--- src/rtl/sipo_pkg.sv ---
// Shared types for the sipo_deser serial-in/parallel-out deserializer.
package sipo_pkg;

  typedef enum logic [1:0] {
    IDLE  = 2'd0,
    SHIFT = 2'd1,
    PAR   = 2'd2,
    HOLD  = 2'd3
  } sipo_state_t;

  localparam int MAX_WIDTH = 32;

endpackage

--- src/rtl/sipo_deser_bit_cnt.sv ---
// bit_cnt: modulo-N up-counter with enable, synchronous clear and terminal-count flag.
module bit_cnt #(
  parameter int N = 8
) (
  input  logic                 clk,
  input  logic                 rst_n,
  input  logic                 en,
  input  logic                 clr,
  output logic [$clog2(N)-1:0] cnt,
  output logic                 tc
);

  localparam int W = $clog2(N);

  assign tc = (cnt == W'(N - 1));

  // NOTE: sequential state uses non-blocking (<=) so every flop samples pre-edge values.
  always_ff @(posedge clk or negedge rst_n) begin
    if (!rst_n) begin
      cnt <= '0;
    end else if (clr) begin
      cnt <= '0;
    end else if (en) begin
      cnt <= tc ? '0 : cnt + 1'b1;
    end
  end

endmodule

--- src/rtl/sipo_deser.sv ---
// sipo_deser: strobed serial bits -> WIDTH-bit word under a valid/ready handshake.
// Optional even-parity check after the data bits is enabled by SIPO_DESER_PARITY_EN.
module sipo_deser
  import sipo_pkg::*;
#(
  parameter int WIDTH     = 8,
  parameter bit MSB_FIRST = 1'b1
) (
  input  logic             clk,
  input  logic             clr_n,
  input  logic             start,
  input  logic             sin,
  input  logic             sin_en,
  output logic [WIDTH-1:0] dout,
  output logic             dout_valid,
  input  logic             dout_ready,
  output logic             busy,
  output logic             overrun,
  input  logic             ovr_clr
`ifdef SIPO_DESER_PARITY_EN
  ,
  output logic             par_err
`endif
);

  localparam int CNT_W = $clog2(WIDTH);

  sipo_state_t      state_q, state_d;
  logic [CNT_W-1:0] cnt;
  logic             last_bit;
  logic             accept;
  logic             handshake;
  logic             start_frame;

  assign accept      = (state_q == SHIFT) && sin_en;
  assign handshake   = (state_q == HOLD) && dout_ready;
  assign start_frame = start && ((state_q == IDLE) || handshake);

  assign dout_valid  = (state_q == HOLD);
  assign busy        = (state_q == SHIFT) || (state_q == PAR);

  bit_cnt #(.N(WIDTH)) u_cnt (
    .clk  (clk),
    .rst_n(clr_n),
    .en   (accept),
    .clr  (start_frame),
    .cnt  (cnt),
    .tc   (last_bit)
  );

  always_ff @(posedge clk or negedge clr_n) begin
    if (!clr_n) state_q <= IDLE;
    else        state_q <= state_d;
  end

  // NOTE: state_d gets a default before the case so no path leaves it unassigned (no latch).
  always_comb begin
    state_d = state_q;
    case (state_q)
      IDLE:  if (start) state_d = SHIFT;
      SHIFT: if (accept && last_bit) begin
`ifdef SIPO_DESER_PARITY_EN
        state_d = PAR;
`else
        state_d = HOLD;
`endif
      end
      PAR:   if (sin_en) state_d = HOLD;
      HOLD:  if (dout_ready) state_d = start ? SHIFT : IDLE;
      default: state_d = IDLE;
    endcase
  end

  always_ff @(posedge clk or negedge clr_n) begin
    if (!clr_n) begin
      dout <= '0;
    end else if (start_frame) begin
      dout <= '0;
    end else if (accept) begin
      if (MSB_FIRST) dout <= {dout[WIDTH-2:0], sin};
      else           dout <= {sin, dout[WIDTH-1:1]};
    end
  end

  // A dropped start outranks a same-cycle clear so the event is never lost.
  always_ff @(posedge clk or negedge clr_n) begin
    if (!clr_n) begin
      overrun <= 1'b0;
    end else if ((state_q == HOLD) && start && !dout_ready) begin
      overrun <= 1'b1;
    end else if (ovr_clr) begin
      overrun <= 1'b0;
    end
  end

`ifdef SIPO_DESER_PARITY_EN
  always_ff @(posedge clk or negedge clr_n) begin
    if (!clr_n) begin
      par_err <= 1'b0;
    end else if ((state_q == PAR) && sin_en) begin
      par_err <= ^{dout, sin};
    end else if (handshake) begin
      par_err <= 1'b0;
    end
  end
`endif

  cnt_clear_on_start: assert property (@(posedge clk) disable iff (!clr_n)
    start_frame |=> (cnt == '0));

endmodule

--- config.mk ---
export PLATFORM = sky130hd
export DESIGN_NAME = sipo_deser
export DESIGN_NICKNAME = d
export VERILOG_FILES = /design/src/rtl/sipo_pkg.sv /design/src/rtl/sipo_deser_bit_cnt.sv /design/src/rtl/sipo_deser.sv
export SDC_FILE = /design/constraint.sdc
export NUM_CORES = 1
export LEC_CHECK = 0
export CORE_MARGIN = 10
export CORE_UTILIZATION = 50
export DETAILED_ROUTE_END_ITERATION = 8
export PLACE_DENSITY_LB_ADDON = 0.08
export SYNTH_ARGS = -nofsm -noshare
export SYNTH_HDL_FRONTEND = slang
export SYNTH_SLANG_ARGS = --single-unit
export TNS_END_PERCENT = 20
--- constraint.sdc ---
create_clock -name clk -period 4.5 [get_ports clk]
set_clock_uncertainty 0.1 [all_clocks]
set_input_delay 0.9 -clock clk [delete_from_list [all_inputs] [get_ports clk]]
set_output_delay 0.9 -clock clk [all_outputs]
set_load 0.02 [all_outputs]
# ---- Yosys cells after proc, flatten, opt, wreduce, memory -nomap -nowiden
# Cells that the tools add are included.
dict set report totals {
  regBits 14
  out_inout_bits 11
  word_cells 39
}
dict set report op_classes {
  reduce_logical 13
  add_sub_neg 1
  n_eq_ne 8
  muxes 13
}
# op n
set ops {}
lappend ops {{two-way mux 8 bit} 2}
lappend ops {{two-way mux 3 bit} 3}
lappend ops {{two-way mux 2 bit} 4}
lappend ops {{case mux 2 bit (4 select lines)} 1}
lappend ops {{logical AND 1 bit} 6}
lappend ops {{== test 2 bit (second input constant)} 2}
lappend ops {{!= test 2 x 1 -> 1 bit (second input constant)} 2}
lappend ops {{!= test 2 bit (second input constant)} 2}
lappend ops {{AND reduction 4 bit} 1}
lappend ops {{nonzero test 2 bit} 2}
lappend ops {{adder 3 x 1 -> 3 bit (second input constant)} 1}
lappend ops {{== test 3 bit (second input constant)} 1}
lappend ops {{two-way mux 1 bit} 3}
lappend ops {{== test 2 x 1 -> 1 bit (second input constant)} 1}
lappend ops {{logical NOT 2 bit} 1}
lappend ops {{logical OR 1 bit} 2}
lappend ops {{logical NOT 1 bit} 1}

# ---- Logic depth before layout (Yosys ltp)
# Gate-level depths: netlist of the first run.
dict set report logic_depth {
  word_depth 5
  depth_mapped 6
  mapped_depth_nobuf 5
}

# ---- By module
# A second synthesis of the first run with hierarchy kept.
dict set report hier_totals {
  cells_unflattened 72
  area_unflattened_um2 753.2
}
# mod cells_per_inst area_per_inst_um2 seq_area_each_um2 instances
set by_module_without_submodules {}
lappend by_module_without_submodules {sipo_deser 60 601.8 275.3 1}
lappend by_module_without_submodules {bit_cnt 12 151.4 75.1 1}

# ---- Least setup slack after synthesis of the first run
# Ideal clock, no wire load.
dict set report synth_timing {
  path_type {input port to flip-flop}
  startpoint {input port sin_en}
  endpoint {register state_q[1]}
  path_slack_ps 2582
  setup_time_ps 128
  path_stages 3
  t_arrival_ps 1690
  required_ps 4272
  cell_sequence {nand2_1 > a2111oi_4 > mux2_1}
}
dict set report synth_between {
  elab_chain_len 4
}
# item line_no
set synth_rtl {}
lappend synth_rtl {{start: declaration} sipo_deser.sv:13} ;# input logic sin_en,
lappend synth_rtl {{logical AND 1 bit} sipo_deser.sv:35} ;# assign accept = (state_q == SHIFT) && sin_en;
lappend synth_rtl {{logical AND 1 bit} sipo_deser.sv:61} ;# SHIFT: if (accept && last_bit) begin
lappend synth_rtl {{!= test 2 x 1 -> 1 bit (no source line)} -}
lappend synth_rtl {{AND reduction 4 bit (no source line) *} -}
lappend synth_rtl {{end signal: assignment} sipo_deser.sv:53} ;# else state_q <= state_d;
lappend synth_rtl {{end: declaration} sipo_deser.sv:28} ;# sipo_state_t state_q, state_d;
# Every way passes the cells marked *; elsewhere a longest branch is shown, timed or not.
# A chain may end at the register's enable or synchronous reset.

# ---- Final worst setup path of the first run
dict set report layout_timing {
  startpoint {register state_q[1]}
  endpoint {output port busy}
}
dict set report layout_between {
  elab_chain_len 2
}
# item line_no
set layout_rtl {}
lappend layout_rtl {{== test 2 x 1 -> 1 bit / == test 2 bit (equally long branches)} sipo_deser.sv:40} ;# assign busy = (state_q == SHIFT) || (state_q == PAR);
lappend layout_rtl {{logical OR 1 bit *} sipo_deser.sv:40}
lappend layout_rtl {{end: declaration} sipo_deser.sv:17} ;# output logic busy,
# Marks and branches as above.

==> results of run 1 <==
[sequential cells by signal, summed over array words and instances (netlist names)]
register and flops:
dout 8, u_cnt.cnt 3, state_q 2, overrun 1
[cell type report]
cell class | instances | area, µm² | area share
Clock buffer | 3 | 22.5 | 0.0246
Tap cell | 15 | 18.8 | 0.0205
Timing Repair Buffer | 17 | 170 | 0.186
Sequential cell | 14 | 350 | 0.383
Inverter | 3 | 11.3 | 0.0123
Multi-Input combinational cell | 54 | 342 | 0.373
[worst max-delay path, delay by kind of cell (launching register included)]
kind                     cells  cell delay (ns)
flip-flops                   1             0.41
buffers and inverters        2             0.71
adder cells (fa/ha/maj)      1             0.32
[through the flow]
| step | cells | setup slack [ns] | area (µm²) |
|---|---|---|---|
| CTS | 106 | 1.76 | 915 |
| global route | 106 | 1.69 | 915 |
| finish | 106 | 1.79 | 915 |
| detailed placement | 103 | 2.01 | 892 |
| global placement | 103 | 2.05 | 892 |
| floorplan | 74 | 2.58 | 716 |
[where the power goes]
group	switching [µW]	internal, µW	total [µW]
clock network	36.8	30.9	67.6
logic	158	134	292
registers	28.9	165	194
total	224	330	554
[how the worst max path moves through the flow]
| stage | startpoint | to | slack (ns) |
|---|---|---|---|
| final | state_q[1]$_DFFE_PN0P_ | busy | 1.79 |
| after global routing | state_q[1]$_DFFE_PN0P_ | busy | 1.69 |
| after detailed placement | sin_en | state_q[1]$_DFFE_PN0P_ | 2.01 |
| after floorplan | sin_en | state_q[1]$_DFFE_PN0P_ | 2.58 |
| after global placement | sin_en | state_q[1]$_DFFE_PN0P_ | 2.05 |
| after CTS | state_q[1]$_DFFE_PN0P_ | busy | 1.76 |
[layout by cell type, fill, tap and decap left out]
master           netlist  final
ha_1                   7      7
or3_1                  1      1
nand2_1               23     23
inv_1                  3      3
dfrtp_1               14     14
and2_1                 1      1
a2111oi_4              1      1
mux2_1                 1      1
a211oi_1               1      1
a21oi_1               12     12
nand3b_1               1      1
o22ai_1                1      1
mux2i_1                1      1
clkdlybuf4s50_1        0     17
nor2b_1                4      4
clkbuf_4               0      3
[logic make-up after synthesis]
group	Yosys count
compound gates	15
fa+ha+maj	7
buf+inv	6
flops	14
mux	2
simple gates	30
[layer usage]
| layer | track usage | up-vias | share of wire |
|---|---|---|---|
| li1 | - | 280 | - |
| met1 | 0.0975 | 261 | 0.41 |
| met2 | 0.176 | 14 | 0.50 |
| met3 | 0.0479 | 4 | 0.078 |
| met4 | 0.0336 | 0 | 0.014 |
| met5 | 0 | - | 0 |
==> reports/metrics.cfg, run 1 <==
[critical_path]
critPathLaunchType=register
crit_type=reg2out
arrival_ns=1.71
reg2regPathDepth=5
r2r_end=state_q[1]$_DFFE_PN0P_
cp_max_fo=4
path_cells=inv_1 -> ha_1 -> clkdlybuf4s50_1
r2r_start=u_cnt.cnt[0]$_DFFE_PN0P_
cpPeakStageDelay_ns=0.62
cp_slowest_cell=clkdlybuf4s50_1
critPathCaptureType=primary output
cp.required_ns=3.50
r2r_slack_ns=2.74

[hold_path]
worstHoldPathCells=2
min-delay-start=dout[7]$_DFFE_PN0P_
worstHoldEndpoint=dout[7]$_DFFE_PN0P_
hp-class=reg2reg

[detailed_routing]
drt_iter0_drc=6
drt_wl_total_um=1520
routedWlPerCell_um=14.3
detail-route-antenna-nets=0
vias=559
dr.pass1.iters=3
via_per_inst=5.27
drc=0

[clocking]
insertion_delay_ns=0.27
cts_sinks=14
cts_hold_buf=0
cts_resized=0
cts_setup_buffers=0
cts_tree=built
cts_root_buf=clkbuf_4
htree_levels=1
cts_buffers=3
path_clk_slew_ns=0.08
clockBufferDepth=2

[synth]
synth_edf_count=0
synthXorXnorAreaFrac=0
synth_top_cell_by_area=dfrtp_1
synth_cell_type_count=16
synthAdderAreaFrac=0.122
async_flop_share=1.00
synth_top_family_by_area=simple AND/OR/NAND/NOR gates
yosysMostFrequentCell=nand2_1
yosys.area_share.simple=0.184
synth_compound_area_frac=0.142
muxShareOfSynthArea=0.0297
syn_inst=74
syn_nets=88
yosysSeqAreaShare=0.490
synth_area_leaders=dfrtp_1 (49%), ha_1 (12%), nand2_1 (12%)
synth_seq_cells=14
synth.top_cell.area_share=0.490
synth_ff_type=dfrtp_1
synth_area_per_cell_um2=9.67
synth.top_cells.by_count=nand2_1 (23), dfrtp_1 (14), a21oi_1 (12)
yosysWarnings=0
synthesis.area_um2=716

[grt]
grt_max_degree=15
groute.usage.overall=0.0990
antenna_found_initial=0
grt_pass1_vias=645
grt_overflow_total=0
grt_pass1_wl_um=2710

[timing]
max_freq_ghz=0.369
rsz0062_at_grt=false
slew_violations=0
maxSlewHeadroom=0.508
period_share=0.602
worstMarginPinSlew_ns=0.736
period_minus_slack_ns=2.71
hold_viol=0
whs_ns=0.422
setup_viol=0
tns_ns=0

[floorplanning]
ios=18
die_h_um=57.8
core_um2=1320
die_area_um2=3340
rows=13
die_w_um=57.8
start_util=0.543

[place]
globalplace.congestion=0.715
io_buffers=17
dpl.hpwl_um=1190

[power_and_ir_drop]
p_leak_uw=0.000406
p_per_area_nw_per_um2=606
ir_drop_mv=0.414
total_power_uw=554

[finish]
post-route-util=0.694
fillCellCount=115
layout.nets=107
n_antenna_cell=0
area_delta_synth_final_pct=27.8
drive_gt1_frac=0.0440

[outcome]
status=completed

[job]
drv_cap=0

Power figures use the tool's default switching activity.
==> run 2: changes to the inputs <==
Settings changed: CORE_UTILIZATION 50 to 46.
Clock period 4.5 ns to 2.5 ns, I/O delays scaled along.
==> reports/metrics.cfg, run 2 (synthesis results as in run 1) <==
[detailed_routing]
drc=0
drt_iter0_drc=5
drt_wl_total_um=1490
detail-route-antenna-nets=0
dr.pass1.iters=4
via_per_inst=5.13
vias=564
routedWlPerCell_um=13.6

[power_and_ir_drop]
ir_drop_mv=0.596
comb_power_share=0.511
p_int_uw=639
pwr-share-clk=0.157
p_seq_frac=0.333
p_sw_uw=409
p_per_area_nw_per_um2=1110
swShare=0.390
p_leak_uw=0.000423

[clocking]
cts_sinks=14
cts_tree=built
insertion_delay_ns=0.28
clockBufferDepth=2
cts_hold_buf=0
cts_root_buf=clkbuf_4
cts_resized=0
cts_setup_buffers=0
cts_buffers=3
htree_levels=1
path_clk_slew_ns=0.08

[finish]
layout.nets=109
mostFrequentLayoutCells=nand2_1 (23), clkdlybuf4s50_1 (17), dfrtp_1 (14), a21oi_1 (12), ha_1 (7)
regMostFlops=dout
layout_commonest_cell=nand2_1
drive_gt1_frac=0.0745
largest_reg_flops=8
area_delta_synth_final_pct=32.0
reg_top3=dout (8), u_cnt.cnt (3), state_q (2)
n_antenna_cell=0
stdcell_area_um2=945
post-route-util=0.634

[timing]
period_share=0.922
slew_violations=0
setup_viol=0
worstMarginPinSlew_ns=0.634
rsz0062_at_grt=false
max_freq_ghz=0.434
period_minus_slack_ns=2.31
tns_ns=0
maxSlewHeadroom=0.576
hold_viol=0

[place]
io_buffers=17
placed_area_um2=908
globalplace.congestion=0.705
dpl.hpwl_um=1110

[grt]
grt_pass1_vias=595
top_usage_layer=met2
antenna_found_initial=0
met2_usage=0.150
grt_pass1_wl_um=2640
use_met1=0.110
gr-usage-met3=0.0451
grt_overflow_total=0
grt_max_degree=15
groute.usage.overall=0.0989

[critical_path]
cpLargestDelayFamily=buffers and inverters
path_cells=inv_1 -> ha_1 -> clkdlybuf4s50_1
cpPeakStageDelay_ns=0.61
critPathCaptureType=primary output
arrival_ns=1.71
critPathLaunch=state_q[1]$_DFFE_PN0P_
crit_type=reg2out
r2r_start=u_cnt.cnt[0]$_DFFE_PN0P_
cp_slowest_cell=clkdlybuf4s50_1
cp.required_ns=1.90
critPathLaunchType=register
cp_max_fo=4
critPathBufInv=2

[floorplanning]
start_util=0.481
core_um2=1490
die_area_um2=3530
die_h_um=59.4
die_w_um=59.4
rows=14
ios=18

[job]
drv_cap=0

[hold_path]
min-delay-start=dout[7]$_DFFE_PN0P_
hp-class=reg2reg

[outcome]
status=completed

run 2: area by class of cell:
| type | instances | area [µm²] |
|---|---|---|
| Fill cell | 128 | 544 |
| Sequential cell | 14 | 350 |
| Multi-Input combinational cell | 54 | 342 |
| Timing Repair Buffer | 19 | 185 |
| Clock buffer | 4 | 36.3 |
| Tap cell | 16 | 20.0 |
| Inverter | 3 | 11.3 |
run 2: path summary, 6_finish.rpt:
check | to | slack, ns | cells after the start
worst max-delay path | busy | 0.19 | 3
worst min-delay path | dout[7]$_DFFE_PN0P_ | 0.42 | 2
worst max register to register | state_q[1]$_DFFE_PN0P_ | 0.73 | 5
worst min register to register | dout[7]$_DFFE_PN0P_ | 0.42 | 2
max in group asynchronous | dout[2]$_DFFE_PN0P_ | 1.39 | 1
min in group asynchronous | state_q[1]$_DFFE_PN0P_ | 0.50 | 1
run 2: metrics by stage:
step           total power, µW  setup WS (ns)  instances  hold slack [ns]
6_report                  1050          0.195        110            0.424
5_1_grt                   1140         0.0906        110            0.475
4_1_cts                   1070          0.165        110            0.428
3_5_place_dp               897          0.404        106            0.416
3_3_place_gp               888          0.442        106            0.408
2_1_floorplan              696          0.828         74            0.104
run 2: layer usage:
metal	routed length (µm)	vias to the layer above	part of all wire
li1	-	284	-
met1	618	258	0.41
met2	739	18	0.50
met3	116	4	0.078
met4	18	0	0.012
met5	0	-	0
run 2: power groups by stage:
stage | sequential [µW] | combinational (µW) | clock (µW)
6_report | 349 | 535 | 164
5_1_grt | 362 | 598 | 185
4_1_cts | 350 | 546 | 171
3_5_place_dp | 354 | 544 | 0
3_3_place_gp | 350 | 537 | 0
2_1_floorplan | 387 | 310 | 0
run 2: tightest hold or removal path, cell delays in order, from the launching register on:
cell     delay (ns)
dfrtp_1        0.38
nand2_1        0.06
a21oi_1        0.06
